**src/rtl/tlb_pkg.sv**
```systemverilog
// tlb_pkg: shared encodings for the TLB maintenance sequencer
package tlb_pkg;

    typedef enum logic [2:0] {
        OP_SRCH = 3'd0,
        OP_RD   = 3'd1,
        OP_WR   = 3'd2,
        OP_FILL = 3'd3,
        OP_INV  = 3'd4
    } op_code_e;

    localparam logic [4:0] INV_ALL0       = 5'd0;
    localparam logic [4:0] INV_ALL1       = 5'd1;
    localparam logic [4:0] INV_G          = 5'd2;
    localparam logic [4:0] INV_NG         = 5'd3;
    localparam logic [4:0] INV_NG_ASID    = 5'd4;
    localparam logic [4:0] INV_NG_ASID_VA = 5'd5;
    localparam logic [4:0] INV_GA_VA      = 5'd6;
    localparam logic [4:0] INV_MAX        = 5'd6;

    localparam int LO_W   = 26;
    localparam int LO_V   = 0;
    localparam int LO_D   = 1;
    localparam int LO_MAT = 2;
    localparam int LO_PLV = 4;
    localparam int LO_PPN = 6;

    typedef struct packed {
        logic [19:0] ppn;
        logic [1:0]  plv;
        logic [1:0]  mat;
        logic        d;
        logic        v;
    } lo_t;

    typedef enum logic [2:0] {
        S_IDLE,
        S_SRCH,
        S_RD,
        S_WR,
        S_INV,
        S_DONE
    } state_e;

    localparam logic [5:0] PS_4K = 6'd12;
    localparam logic [5:0] PS_4M = 6'd22;

    function automatic logic op_legal(input logic [2:0] code, input logic [4:0] iop);
        return (code <= OP_INV) && (code != OP_INV || iop <= INV_MAX);
    endfunction

endpackage

```
**src/rtl/tlb_inv_match.sv**
```systemverilog
// tlb_inv_match: decides whether a read-back TLB entry is selected by an INVTLB operand set
module tlb_inv_match
    import tlb_pkg::*;
(
    input  logic [4:0]  inv_op,
    input  logic [9:0]  inv_asid,
    input  logic [18:0] inv_vppn,
    input  logic [18:0] e_vppn,
    input  logic [5:0]  e_ps,
    input  logic [9:0]  e_asid,
    input  logic        e_g,
    output logic        match
);

    logic va_m;
    logic asid_m;

    // a 4M page ignores the low vppn bits; then apply the per-inv_op selection rule
    always_comb begin
        va_m   = (inv_vppn[18:10] == e_vppn[18:10]) && (e_ps == PS_4M || inv_vppn[9:0] == e_vppn[9:0]);
        asid_m = (inv_asid == e_asid);
        match  = (inv_op == INV_ALL0 || inv_op == INV_ALL1) ? 1'b1 :
                 (inv_op == INV_G)          ? e_g :
                 (inv_op == INV_NG)         ? !e_g :
                 (inv_op == INV_NG_ASID)    ? (!e_g && asid_m) :
                 (inv_op == INV_NG_ASID_VA) ? (!e_g && asid_m && va_m) :
                 (inv_op == INV_GA_VA)      ? ((e_g || asid_m) && va_m) : 1'b0;
    end

endmodule

```
**src/rtl/tlb_op_ctrl.sv**
```systemverilog
// tlb_op_ctrl: sequences TLBSRCH/TLBRD/TLBWR/TLBFILL/INVTLB onto the TLB array ports
module tlb_op_ctrl
    import tlb_pkg::*;
#(
    parameter int TLBNUM = 16,
    parameter int IW     = $clog2(TLBNUM)
)(
    input  logic          clk,
    input  logic          resetn,
    input  logic          op_valid,
    output logic          op_ready,
    input  logic [2:0]    op_code,
    input  logic [4:0]    inv_op,
    input  logic [9:0]    inv_asid,
    input  logic [18:0]   inv_vppn,
    input  logic [IW-1:0] csr_index,
    input  logic          csr_ne,
    input  logic [5:0]    csr_ps,
    input  logic [18:0]   csr_vppn,
    input  logic [9:0]    csr_asid,
    input  logic          csr_g,
    input  logic [25:0]   csr_lo0,
    input  logic [25:0]   csr_lo1,
    output logic [18:0]   s_vppn,
    output logic [9:0]    s_asid,
    input  logic          s_found,
    input  logic [IW-1:0] s_index,
    output logic [IW-1:0] r_index,
    input  logic          r_e,
    input  logic [18:0]   r_vppn,
    input  logic [5:0]    r_ps,
    input  logic [9:0]    r_asid,
    input  logic          r_g,
    input  logic [25:0]   r_lo0,
    input  logic [25:0]   r_lo1,
    output logic          we,
    output logic [IW-1:0] w_index,
    output logic          w_e,
    output logic [18:0]   w_vppn,
    output logic [5:0]    w_ps,
    output logic [9:0]    w_asid,
    output logic          w_g,
    output logic [25:0]   w_lo0,
    output logic [25:0]   w_lo1,
    output logic          done,
    output logic          err,
    output logic          res_hit,
    output logic [IW-1:0] res_index,
    output logic          res_e,
    output logic [18:0]   res_vppn,
    output logic [5:0]    res_ps,
    output logic [9:0]    res_asid,
    output logic          res_g,
    output logic [25:0]   res_lo0,
    output logic [25:0]   res_lo1
);

    state_e        state;
    state_e        state_nx;
    logic [IW-1:0] fill_ctr;
    logic [IW-1:0] sweep_idx;
    logic [IW-1:0] l_index;
    logic          l_ne;
    logic [5:0]    l_ps;
    logic [18:0]   l_vppn;
    logic [9:0]    l_asid;
    logic          l_g;
    logic [25:0]   l_lo0;
    logic [25:0]   l_lo1;
    logic [4:0]    l_inv_op;
    logic [9:0]    l_inv_asid;
    logic [18:0]   l_inv_vppn;
    logic          accept;
    logic          match;

    assign op_ready = (state == S_IDLE);
    assign done     = (state == S_DONE);
    assign accept   = op_valid && op_ready;

    tlb_inv_match u_match (
        .inv_op   (l_inv_op),
        .inv_asid (l_inv_asid),
        .inv_vppn (l_inv_vppn),
        .e_vppn   (r_vppn),
        .e_ps     (r_ps),
        .e_asid   (r_asid),
        .e_g      (r_g),
        .match    (match)
    );

    // next state and port drive; writes are gated by resetn so a reset aborts without a final write
    always_comb begin
        state_nx = state;
        s_vppn   = '0;
        s_asid   = '0;
        r_index  = '0;
        we       = 1'b0;
        w_index  = '0;
        w_e      = 1'b0;
        w_vppn   = '0;
        w_ps     = '0;
        w_asid   = '0;
        w_g      = 1'b0;
        w_lo0    = '0;
        w_lo1    = '0;
        case (state)
            S_IDLE: begin
                if (accept)
                    state_nx = !op_legal(op_code, inv_op) ? S_DONE :
                               (op_code == OP_SRCH)       ? S_SRCH :
                               (op_code == OP_RD)         ? S_RD   :
                               (op_code == OP_INV)        ? S_INV  : S_WR;
            end
            S_SRCH: begin
                s_vppn   = l_vppn;
                s_asid   = l_asid;
                state_nx = S_DONE;
            end
            S_RD: begin
                r_index  = l_index;
                state_nx = S_DONE;
            end
            S_WR: begin
                we       = resetn;
                w_index  = l_index;
                w_e      = ~l_ne;
                w_vppn   = l_vppn;
                w_ps     = l_ps;
                w_asid   = l_asid;
                w_g      = l_g;
                w_lo0    = l_lo0;
                w_lo1    = l_lo1;
                state_nx = S_DONE;
            end
            S_INV: begin
                r_index = sweep_idx;
                if (resetn && r_e && match) begin
                    we      = 1'b1;
                    w_index = sweep_idx;
                    w_vppn  = r_vppn;
                    w_ps    = r_ps;
                    w_asid  = r_asid;
                    w_g     = r_g;
                    w_lo0   = r_lo0;
                    w_lo1   = r_lo1;
                end
                state_nx = (sweep_idx == IW'(TLBNUM - 1)) ? S_DONE : S_INV;
            end
            S_DONE:  state_nx = S_IDLE;
            default: state_nx = S_IDLE;
        endcase
    end

    // state, counters and result registers; err is only refreshed on entry to DONE
    always_ff @(posedge clk) begin
        if (!resetn) begin
            state     <= S_IDLE;
            fill_ctr  <= '0;
            sweep_idx <= '0;
            err       <= 1'b0;
            res_hit   <= 1'b0;
            res_index <= '0;
            res_e     <= 1'b0;
            res_vppn  <= '0;
            res_ps    <= '0;
            res_asid  <= '0;
            res_g     <= 1'b0;
            res_lo0   <= '0;
            res_lo1   <= '0;
        end else begin
            state    <= state_nx;
            fill_ctr <= fill_ctr + IW'(1);
            if (accept)
                sweep_idx <= '0;
            else if (state == S_INV)
                sweep_idx <= sweep_idx + IW'(1);
            if (state_nx == S_DONE)
                err <= (state == S_IDLE);
            if (state == S_SRCH) begin
                res_hit <= s_found;
                if (s_found)
                    res_index <= s_index;
            end
            if (state == S_RD) begin
                res_e    <= r_e;
                res_vppn <= r_vppn;
                res_ps   <= r_ps;
                res_asid <= r_asid;
                res_g    <= r_g;
                res_lo0  <= r_lo0;
                res_lo1  <= r_lo1;
            end
        end
    end

    // operands are captured on accept; FILL takes its index from the free-running counter
    always_ff @(posedge clk) begin
        if (accept) begin
            l_index    <= (op_code == OP_FILL) ? fill_ctr : csr_index;
            l_ne       <= csr_ne;
            l_ps       <= csr_ps;
            l_vppn     <= csr_vppn;
            l_asid     <= csr_asid;
            l_g        <= csr_g;
            l_lo0      <= csr_lo0;
            l_lo1      <= csr_lo1;
            l_inv_op   <= inv_op;
            l_inv_asid <= inv_asid;
            l_inv_vppn <= inv_vppn;
        end
    end

endmodule

```
**config.mk**
```make
export PLATFORM = sky130hd
export DESIGN_NAME = tlb_op_ctrl
export DESIGN_NICKNAME = d
export VERILOG_FILES = /design/src/rtl/tlb_pkg.sv /design/src/rtl/tlb_inv_match.sv /design/src/rtl/tlb_op_ctrl.sv
export SDC_FILE = /design/constraint.sdc
export NUM_CORES = 1
export LEC_CHECK = 0
export CAP_MARGIN = 20
export CORE_AREA = 2 2 174 176
export CTS_BUF_LIST = sky130_fd_sc_hd__clkbuf_8
export CTS_CLUSTER_SIZE = 14
export DETAILED_ROUTE_END_ITERATION = 10
export DIE_AREA = 0 0 176 178
export PLACE_DENSITY = 0.67
export RECOVER_POWER = 100
export SYNTH_ARGS = -nofsm -noshare
export SYNTH_HDL_FRONTEND = slang
export SYNTH_HIERARCHICAL = 1
export SYNTH_SLANG_ARGS = --single-unit
```
**constraint.sdc**
```tcl
create_clock -name clk -period 4.8 [get_ports clk]
set_input_delay 1.2 -clock clk [delete_from_list [all_inputs] [get_ports clk]]
set_output_delay 1.2 -clock clk [all_outputs]
set_load 0.005 [all_outputs]
```
==> results of run 1 <==
-- cell families after synthesis --
group	synth area share, %
DFF	63.9
adders and majority gates	0.269
and+or+nand+nor	13.8
buffers and inverters	2.94
muxes	0.593
xor gates and xnor gates	3.11
AOI/OAI and AO/OA	15.4
-- routing by layer --
layer	vias up	routed length, um	track usage (%)
li1	4012	-	-
met1	4130	14000	25.7
met2	415	19000	41.5
met3	65	3210	7.14
met4	2	927	6.40
met5	-	7	0
-- worst max path at each step --
stage	endpoint	slack, ps	cells after the start
after global placement	w_ps[3]	-710	12
after detailed placement	w_ps[3]	-710	12
after floorplan	w_lo0[0]	860	10
after global routing	w_vppn[8]	-1	13
final	w_vppn[14]	100	13
after CTS	w_ps[3]	-50	16
-- metrics by stage --
step / utilization (%) / cells / cell area, sq um
final: 53.2 / 1771 / 15600
after floorplan: - / 827 / 9290
after global placement: 49.5 / 1666 / 14600
after CTS: 53.8 / 1768 / 15800
after detailed placement: 49.5 / 1666 / 14600
after global routing: 53.2 / 1769 / 15600
-- flip-flops by register name (all words and copies together), names as in the netlist, 4 cells and up --
| register | cells |
|---|---|
| l_ps | 6 |
| res_lo0 | 26 |
| fill_ctr | 4 |
| sweep_idx | 4 |
| res_index | 4 |
| res_vppn | 19 |
| l_inv_asid | 10 |
| res_asid | 10 |
| l_lo0 | 26 |
| l_inv_op | 5 |
| res_ps | 6 |
| l_index | 4 |
| l_inv_vppn | 19 |
| res_lo1 | 26 |
| l_vppn | 19 |
| l_asid | 10 |
| l_lo1 | 26 |
-- critical path, cell delays in order --
cell,delay (ps)
dlygate4sd2_1,250
xor2_1,140
nor4_1,310
buf_4,160
nand4_1,120
a32oi_1,240
nand3_2,140
nor2_4,140
buf_4,130
buf_8,120
buf_12,130
a22o_1,150
dlygate4sd2_1,250
-- repair_timing --
item | 4_1_cts | 5_1_grt
gates resized for setup | 245 | 68
gates cloned | 6 | 0
buffers inserted | 18 | 1
pin swaps | 23 | 24
endpoints found under the setup margin | 93 | 93
-- layout by cell type, fill, tap and decap left out, types with 36 or more instances in the layout --
master	instances
dlygate4sd2_1	36
clkbuf_8	49
nand2_1	197
clkdlybuf4s50_1	90
dfxtp_1	106
a21oi_1	96
buf_4	49
edfxtp_1	127
dlygate4sd3_1	236
a22o_1	89
-- final cells by class --
| class | instances | share of cell area (%) |
|---|---|---|
| inverters | 3 | 0.0880 |
| diodes | 5 | 0.0800 |
| well taps | 390 | 3.12 |
| flip-flops and latches | 233 | 38.0 |
| clock buffers | 49 | 4.31 |
| clock inverters | 29 | 1.12 |
| repair buffers | 529 | 32.9 |
| multi-input cells | 533 | 20.4 |
-- power by group --
| part | switching (mW) | internal, mW | total [mW] |
|---|---|---|---|
| Sequential | 0.0674 | 2.27 | 2.34 |
| Clock | 0.835 | 1.04 | 1.88 |
| Combinational | 0.290 | 0.310 | 0.600 |
==> impl_metrics.ini, run 1 <==
[outcome]
status = finished with violations
violations = capacitance limit, slew limit

[detailed_routing]
postRouteAntennaNets = 0
drc = 0
via_count = 8624
viasPerCell = 4.87
routedWlPerCell_um = 21.0
drt_iter0_markers = 453
dr.pass1.iters = 5
drt-total-wl_mm = 37.1

[timing]
fin_crit_sh_pct = 97.8
slew_violations = 1
tightest_slew_ps = 1490
fmax_mhz = 213
setup_viol = 0
relSlewSlack_pct = -0.105
setup_tns_ps = 0
holdWs_ps = 449
clock_skew_ps = 20.7
period_needed_ps = 4700
hold_viol = 0
fin_ws_ps = 104
rsz0062_at_grt = yes

[min_path]
hold_end = res_lo0[12]
hold_path.class = reg -> reg
worstHoldStart = res_lo0[12]
hold_depth = 2

[synthesis]
yosysMostFrequentCell = nand2_1
postSynthRegisterBits = 233
post-synth-top-area-fraction_pct = 41.1
seq_area_frac_synth_pct = 63.9
ys_top_cells_by_count = nand2_1, edfxtp_1, dfxtp_1
synth.distinct_cells = 45
synthArstFlopShare_pct = 0
synth_edf_count = 127
ys_warn_count = 6
synthFlopType = edfxtp_1
synth_area_leader_cell = edfxtp_1
syn_avg_cell_area_sq_um = 11.2
syn_area_sq_um = 9290
netlist_instances = 827
synth_area_leaders = edfxtp_1, dfxtp_1, a22o_1
synth_fp_nets = 1056

[setup_path]
rr_startpoint = state[0]
cp_max_fo = 7
path_class = in -> out
r2r_setup_slack_ps = 1070
ff2ff_path_depth = 4
worst_r2r_endpoint = l_vppn[18]
worstPathRequired_ps = 3600
crit_path_end_kind = output port
crit_start = r_asid[0]
crit_arrival_ps = 3500
cp-start-kind = input port

[die]
fp.dieH_um = 178
core-area_sq_um = 29400
die_area_sq_um = 31300
fp.dieW_um = 176
num_rows = 63
io_pins = 451
initial_core_util_pct = 31.6

[pwr]
power.total_mw = 4.81
power_density_nw_per_um2 = 308
p_leak_nw = 6.19
vdd_ir_drop_max_mv = 0.209

[cts]
ctsLongestPathBuffers = 3
h-tree-depth = 2
cts_root_buf = clkbuf_8
cts.sinks = 233
cts_hold_buf = 0
clkTransAtPathRegs_ps = 50
cts_tree = yes
cts_buffers = 43
insertion_delay_ps = 530

[cells_and_area]
area_delta_synth_final_pct = 68.4
fin_nets = 1572
regArea_sq_um = 5940
drive_gt1_share_pct = 16.0
nFillCells = 2623
multi_input_area_sq_um = 3190

[global_routing]
grt_use_total_pct = 22.8
grt_max_degree = 61
grt.overflow.total = 0
antenna_found_initial = 6
grt_pass1_vias = 8771
grt_pass1_wl_mm = 53.4

[placement]
gp_congestion = 0.849
io_buffers = 450
post-dp-hpwl_mm = 25.8
dp_slack_ps = -707

[flow_run]
cap_violations = 1
No activity file was read; power rests on OpenSTA's default activity.
==> inputs of run 2 (changes only) <==
--- a/config.mk
+++ b/config.mk
@@ -8,3 +8,3 @@
 export CAP_MARGIN = 20
-export CORE_AREA = 2 2 174 176
+export CORE_AREA = 2 2 176 178
 export CTS_BUF_LIST = sky130_fd_sc_hd__clkbuf_8
@@ -12,4 +12,3 @@
 export DETAILED_ROUTE_END_ITERATION = 10
-export DIE_AREA = 0 0 176 178
-export PLACE_DENSITY = 0.67
+export DIE_AREA = 0 0 178 180
 export RECOVER_POWER = 100
@@ -19 +18,2 @@
 export SYNTH_SLANG_ARGS = --single-unit
+export TNS_END_PERCENT = 10
==> constraint.sdc (replaced) <==
create_clock -name clk -period 5.4 [get_ports clk]
set_input_delay 1.62 -clock clk [delete_from_list [all_inputs] [get_ports clk]]
set_output_delay 1.62 -clock clk [all_outputs]
set_load 0.005 [all_outputs]
==> run 2 against run 1 <==
  * The run ends with setup timing left
  * Setup slack got worse by 200 ps
  * Wire length shrank 2.2%
  * Sequential power fell by 11%
  * Sequential share of layout area fell by 0.094 points
  * Global-route usage shrank 1.3 points
  * Critical path type unchanged
  * Highest routed layer is now met4
==> impl_metrics.ini, run 2 (synthesis results as in run 1) <==
[outcome]
status = finished with violations
violations = setup timing

[placement]
gp_congestion = 0.857
io_buffers = 450
post-dp-hpwl_mm = 25.4
dp_slack_ps = -880
place_inst = 1676

[detailed_routing]
drc = 0
drt-total-wl_mm = 36.3
drt_iter0_markers = 473
postRouteAntennaNets = 0
routedWlPerCell_um = 20.3
via_count = 8532
dr.pass1.iters = 5
viasPerCell = 4.77

[die]
io_pins = 451
die_area_sq_um = 32000
initial_core_util_pct = 30.8
core-area_sq_um = 30200
num_rows = 64
fp.dieH_um = 180
fp.dieW_um = 178

[pwr]
p_leak_nw = 6.00
power_density_nw_per_um2 = 269
vdd_ir_drop_max_mv = 0.159
power.total_mw = 4.22

[cts]
cts_root_buf = clkbuf_8
clkTransAtPathRegs_ps = 50
cts.sinks = 233
cts_tree = yes
cts_buffers = 42
insertion_delay_ps = 540
cts_hold_buf = 0
ctsLongestPathBuffers = 3
h-tree-depth = 2

[global_routing]
grt.overflow.total = 0
grt_use_total_pct = 21.5
antenna_found_initial = 4
grt_pass1_wl_mm = 52.3
grt_max_degree = 72
grt_pass1_vias = 8660

[timing]
fmax_mhz = 182
period_needed_ps = 5500
slew_violations = 0
fin_crit_sh_pct = 102
tightest_slew_ps = 877
fin_ws_ps = -99.3
hold_viol = 0
setup_viol = 22
clock_skew_ps = 28.3
relSlewSlack_pct = 41.5
rsz0062_at_grt = yes

[cells_and_area]
final_common_cell = clkdlybuf4s50_1
final_cell_mix = clkdlybuf4s50_1, nand2_1, edfxtp_1
drive_gt1_share_pct = 20.9
nFillCells = 2791
fin_nets = 1583
stdcell_count = 1787
area_delta_synth_final_pct = 68.8

[setup_path]
r2r_setup_slack_ps = 2710
worstPathRequired_ps = 3780
crit_path_end_kind = output port
crit_path_max_incr_delay_ps = 280
critPathSlowestCell = nor4_2
crit_arrival_ps = 3880
cp_cell_sequence = buf_8 > xnor2_2 > nand4_1 > nor4_2 > buf_4 > o211ai_1 > a32oi_2 > nand3_2 > nor2_4 > buf_12 > buf_12 > buf_12 > buf_8 > buf_6 > buf_6 > a22o_1 > buf_2
cpMostUsedCell = buf_12
cp-start-kind = input port
cp_max_fo = 5
path_class = in -> out

[flow_run]
cap_violations = 0

[min_path]
hold_path.class = reg -> reg
## run 2: cell type report
cell class              instances  area, sq um  share of cell area (%)
diodes                          4         10.0                  0.0639
inverters                       3         16.3                   0.104
multi-input cells             533         3340                    21.3
repair buffers                541         5080                    32.4
clock inverters                26          101                   0.647
well taps                     396          495                    3.16
flip-flops and latches        233         5940                    37.9
clock buffers                  51          702                    4.48
## run 2: critical path: cells and delay by family
| family | cells | cell delay [ps] |
|---|---|---|
| AND/OR/NAND/NOR | 4 | 670 |
| buffers and inverters | 9 | 990 |
| XOR/XNOR | 1 | 150 |
| AO/OA/AOI/OAI | 3 | 420 |
## run 2: layer usage
metal  vias up  share of wire (%)  GRT usage [%]
met1      4063                 39           25.3
met5         -                  0              0
met2       390                 50           38.0
met4         0                2.4           5.87
met3        55                8.7           6.24
li1       4024                  -              -
## run 2: per-stage QoR
stage	hold WS, ps	setup TNS, ps	cell area, sq um	util [%]
2_1_floorplan	412	0	9290	-
3_3_place_gp	434	-71030	14600	48.5
3_5_place_dp	441	-70970	14600	48.5
4_1_cts	454	-11460	15700	52.0
5_1_grt	465	-5740	15700	51.9
6_report	446	-873	15700	51.9
## run 2: path summary, 6_finish.rpt
path	start	to	depth (start not counted)
worst max-delay path	r_vppn[8]	w_lo0[15]	17
worst min-delay path	fill_ctr[0]	fill_ctr[0]	1
worst max register to register	state[1]	res_vppn[18]	6
worst min register to register	fill_ctr[0]	fill_ctr[0]	1
## run 2: timing repair
item,in CTS,in global routing
setup endpoints to repair,93,93
pin swaps,34,32
buffers inserted,12,17
gates cloned,3,1
gates resized for setup,298,152
## run 2: where the power goes
| part | switching, mW | internal, mW |
|---|---|---|
| Clock | 0.734 | 0.850 |
| Sequential | 0.0680 | 2.01 |
| Combinational | 0.257 | 0.298 |
==> inputs of run 3 (changes only) <==
Settings changed: CELL_PAD_IN_SITES_DETAIL_PLACEMENT set to 0, CELL_PAD_IN_SITES_GLOBAL_PLACEMENT set to 1, CORE_AREA 2 2 176 178 to unset, CORE_MARGIN set to 2, CORE_UTILIZATION set to 31, CTS_CLUSTER_DIAMETER set to 120, DIE_AREA 0 0 178 180 to unset, PLACE_DENSITY_LB_ADDON set to 0.1.
==> run 3 against run 2 <==
  * The run ends with capacitance limit, slew limit left
  * Setup slack improved by 130 ps
  * Flip-flop and latch count stayed put
  * Sequential power hardly changed
  * Sequential share of layout area grew 1.6 points
  * Clock skew down 5.7 ps
  * Core utilization fell by 0.99 points
  * First-iteration DRC count down 12%
  * Clock power fell by 38%
  * Non-clock buffer count fell by 7
  * Total power shrank 15%
  * Die area shrank 2.1%
  * Critical path type unchanged
==> impl_metrics.ini, run 3 (synthesis results as in run 1) <==
[outcome]
status = finished with violations
violations = capacitance limit, slew limit

[cts]
clkTransAtPathRegs_ps = 90
h-tree-depth = 1
cts_tree = yes
cts_hold_buf = 0
ctsLongestPathBuffers = 3
insertion_delay_ps = 560
cts_root_buf = clkbuf_8
cts.sinks = 233
cts_buffers = 20

[global_routing]
grt_pass1_wl_mm = 52.5
antenna_found_initial = 9
grt_use_total_pct = 22.5
grt_pass1_vias = 8431
grt.overflow.total = 0
grt_max_degree = 85

[setup_path]
crit_arrival_ps = 3750
worstPathRequired_ps = 3780
cpMostUsedCell = buf_6
crit_path_max_incr_delay_ps = 430
crit_path_end_kind = output port
cp_top_family = buffers and inverters
cp-start-kind = input port
critPathSlowestCell = clkdlybuf4s50_1
path_class = in -> out
path_buf_inv = 6
cp_max_fo = 7
cp_cell_sequence = clkdlybuf4s50_1 > xor2_1 > nor3_2 > o211ai_1 > a32oi_1 > nand3_1 > nor2_4 > buf_6 > buf_6 > buf_12 > buf_6 > a22o_1 > buf_2

[timing]
fin_crit_sh_pct = 99.5
clock_skew_ps = 22.6
setup_tns_ps = 0
slew_violations = 136
hold_viol = 0
fmax_mhz = 186
period_needed_ps = 5370
tightest_slew_ps = 2070
rsz0062_at_grt = yes
setup_viol = 0
holdWs_ps = 453
relSlewSlack_pct = -37.9

[detailed_routing]
drt-total-wl_mm = 36.7
postRouteAntennaNets = 0
drc = 0
routedWlPerCell_um = 21.1
viasPerCell = 4.80
via_count = 8340
drt_iter0_markers = 414
dr.pass1.iters = 5

[die]
io_pins = 451
fp.dieH_um = 177
num_rows = 63
fp.dieW_um = 177
die_area_sq_um = 31400
initial_core_util_pct = 31.4
core-area_sq_um = 29600

[min_path]
hold_path.class = reg -> reg

[cells_and_area]
area_delta_synth_final_pct = 62.1
design_area_sq_um = 15100
stdcell_count = 1736
drive_gt1_share_pct = 17.9
nFillCells = 2749
final_cell_mix = dlygate4sd3_1, nand2_1, edfxtp_1
post-route-util_pct = 50.9
fin_nets = 1554
multi_input_area_sq_um = 3220
regArea_sq_um = 5940
final_common_cell = dlygate4sd3_1

[pwr]
power_density_nw_per_um2 = 238
p_leak_nw = 6.01
vdd_ir_drop_max_mv = 0.176

[flow_run]
cap_violations = 2

[placement]
io_buffers = 450
gp_congestion = 0.813
place_inst = 1666
post-dp-hpwl_mm = 25.5
post_dp_cell_area_sq_um = 14500
run 3: cell types whose count changed in the layout (fill, tap and decap cells not counted), sizes merged:
cell and change:
clkdlybuf4s50 -107, inv -8, dlygate4sd3 +110, dlygate4sd1 +1, dlymetal6s2s -1, clkinvlp +1, dlygate4sd2 -5, clkdlybuf4s15 +1
clkbuf -54, clkinv -4, diode +3, buf +18
run 3: cell type report:
cell class,count,area share [%]
Multi-Input combinational cell,533,21.4
Clock inverter,15,0.391
Inverter,3,0.0831
Tap cell,390,3.24
Sequential cell,233,39.4
Timing Repair Buffer,534,33.4
Clock buffer,21,1.92
Antenna cell,7,0.116
run 3: path summary, 6_finish.rpt:
check / from / end / slack [ps] / cells after the start
worst max-delay path: r_vppn[12] / w_index[0] / 30 / 13
worst max register to register: state[0] / l_lo1[24] / 1390 / 3
worst min register to register: res_lo0[6] / res_lo0[6] / 450 / 2
worst min-delay path: res_lo0[6] / res_lo0[6] / 450 / 2
run 3: worst reg2reg max path: stages (launching register included):
cell and delay [ps]:
dfxtp_1 490, or4b_4 620, inv_1 1480, clkbuf_4 1000
run 3: what timing repair did:
action	in CTS	in global routing
cloned	10	0
pin swaps	53	30
gates resized for setup	468	32
buffers inserted	26	0
setup endpoints to repair	93	93
run 3: where the power goes:
part,switching [mW],internal (mW)
Clock,0.611,0.364
Sequential,0.0610,2.01
Combinational,0.255,0.281
Total,0.927,2.66
run 3: routing by layer:
layer | share of wire [%] | global-route usage (%) | up-vias
li1 | - | - | 3961
met1 | 39 | 26.6 | 3953
met2 | 49 | 39.2 | 360
met3 | 9.0 | 6.57 | 64
met4 | 2.7 | 6.68 | 2
met5 | 0.035 | 0 | -
run 3: per-stage QoR:
step | setup slack [ps] | total power, mW
after floorplan | 31.4 | 2.29
after global placement | -843 | 2.68
after detailed placement | -877 | 2.68
after CTS | -80.7 | 3.67
after global routing | -102 | 3.74
final | 27.4 | 3.58
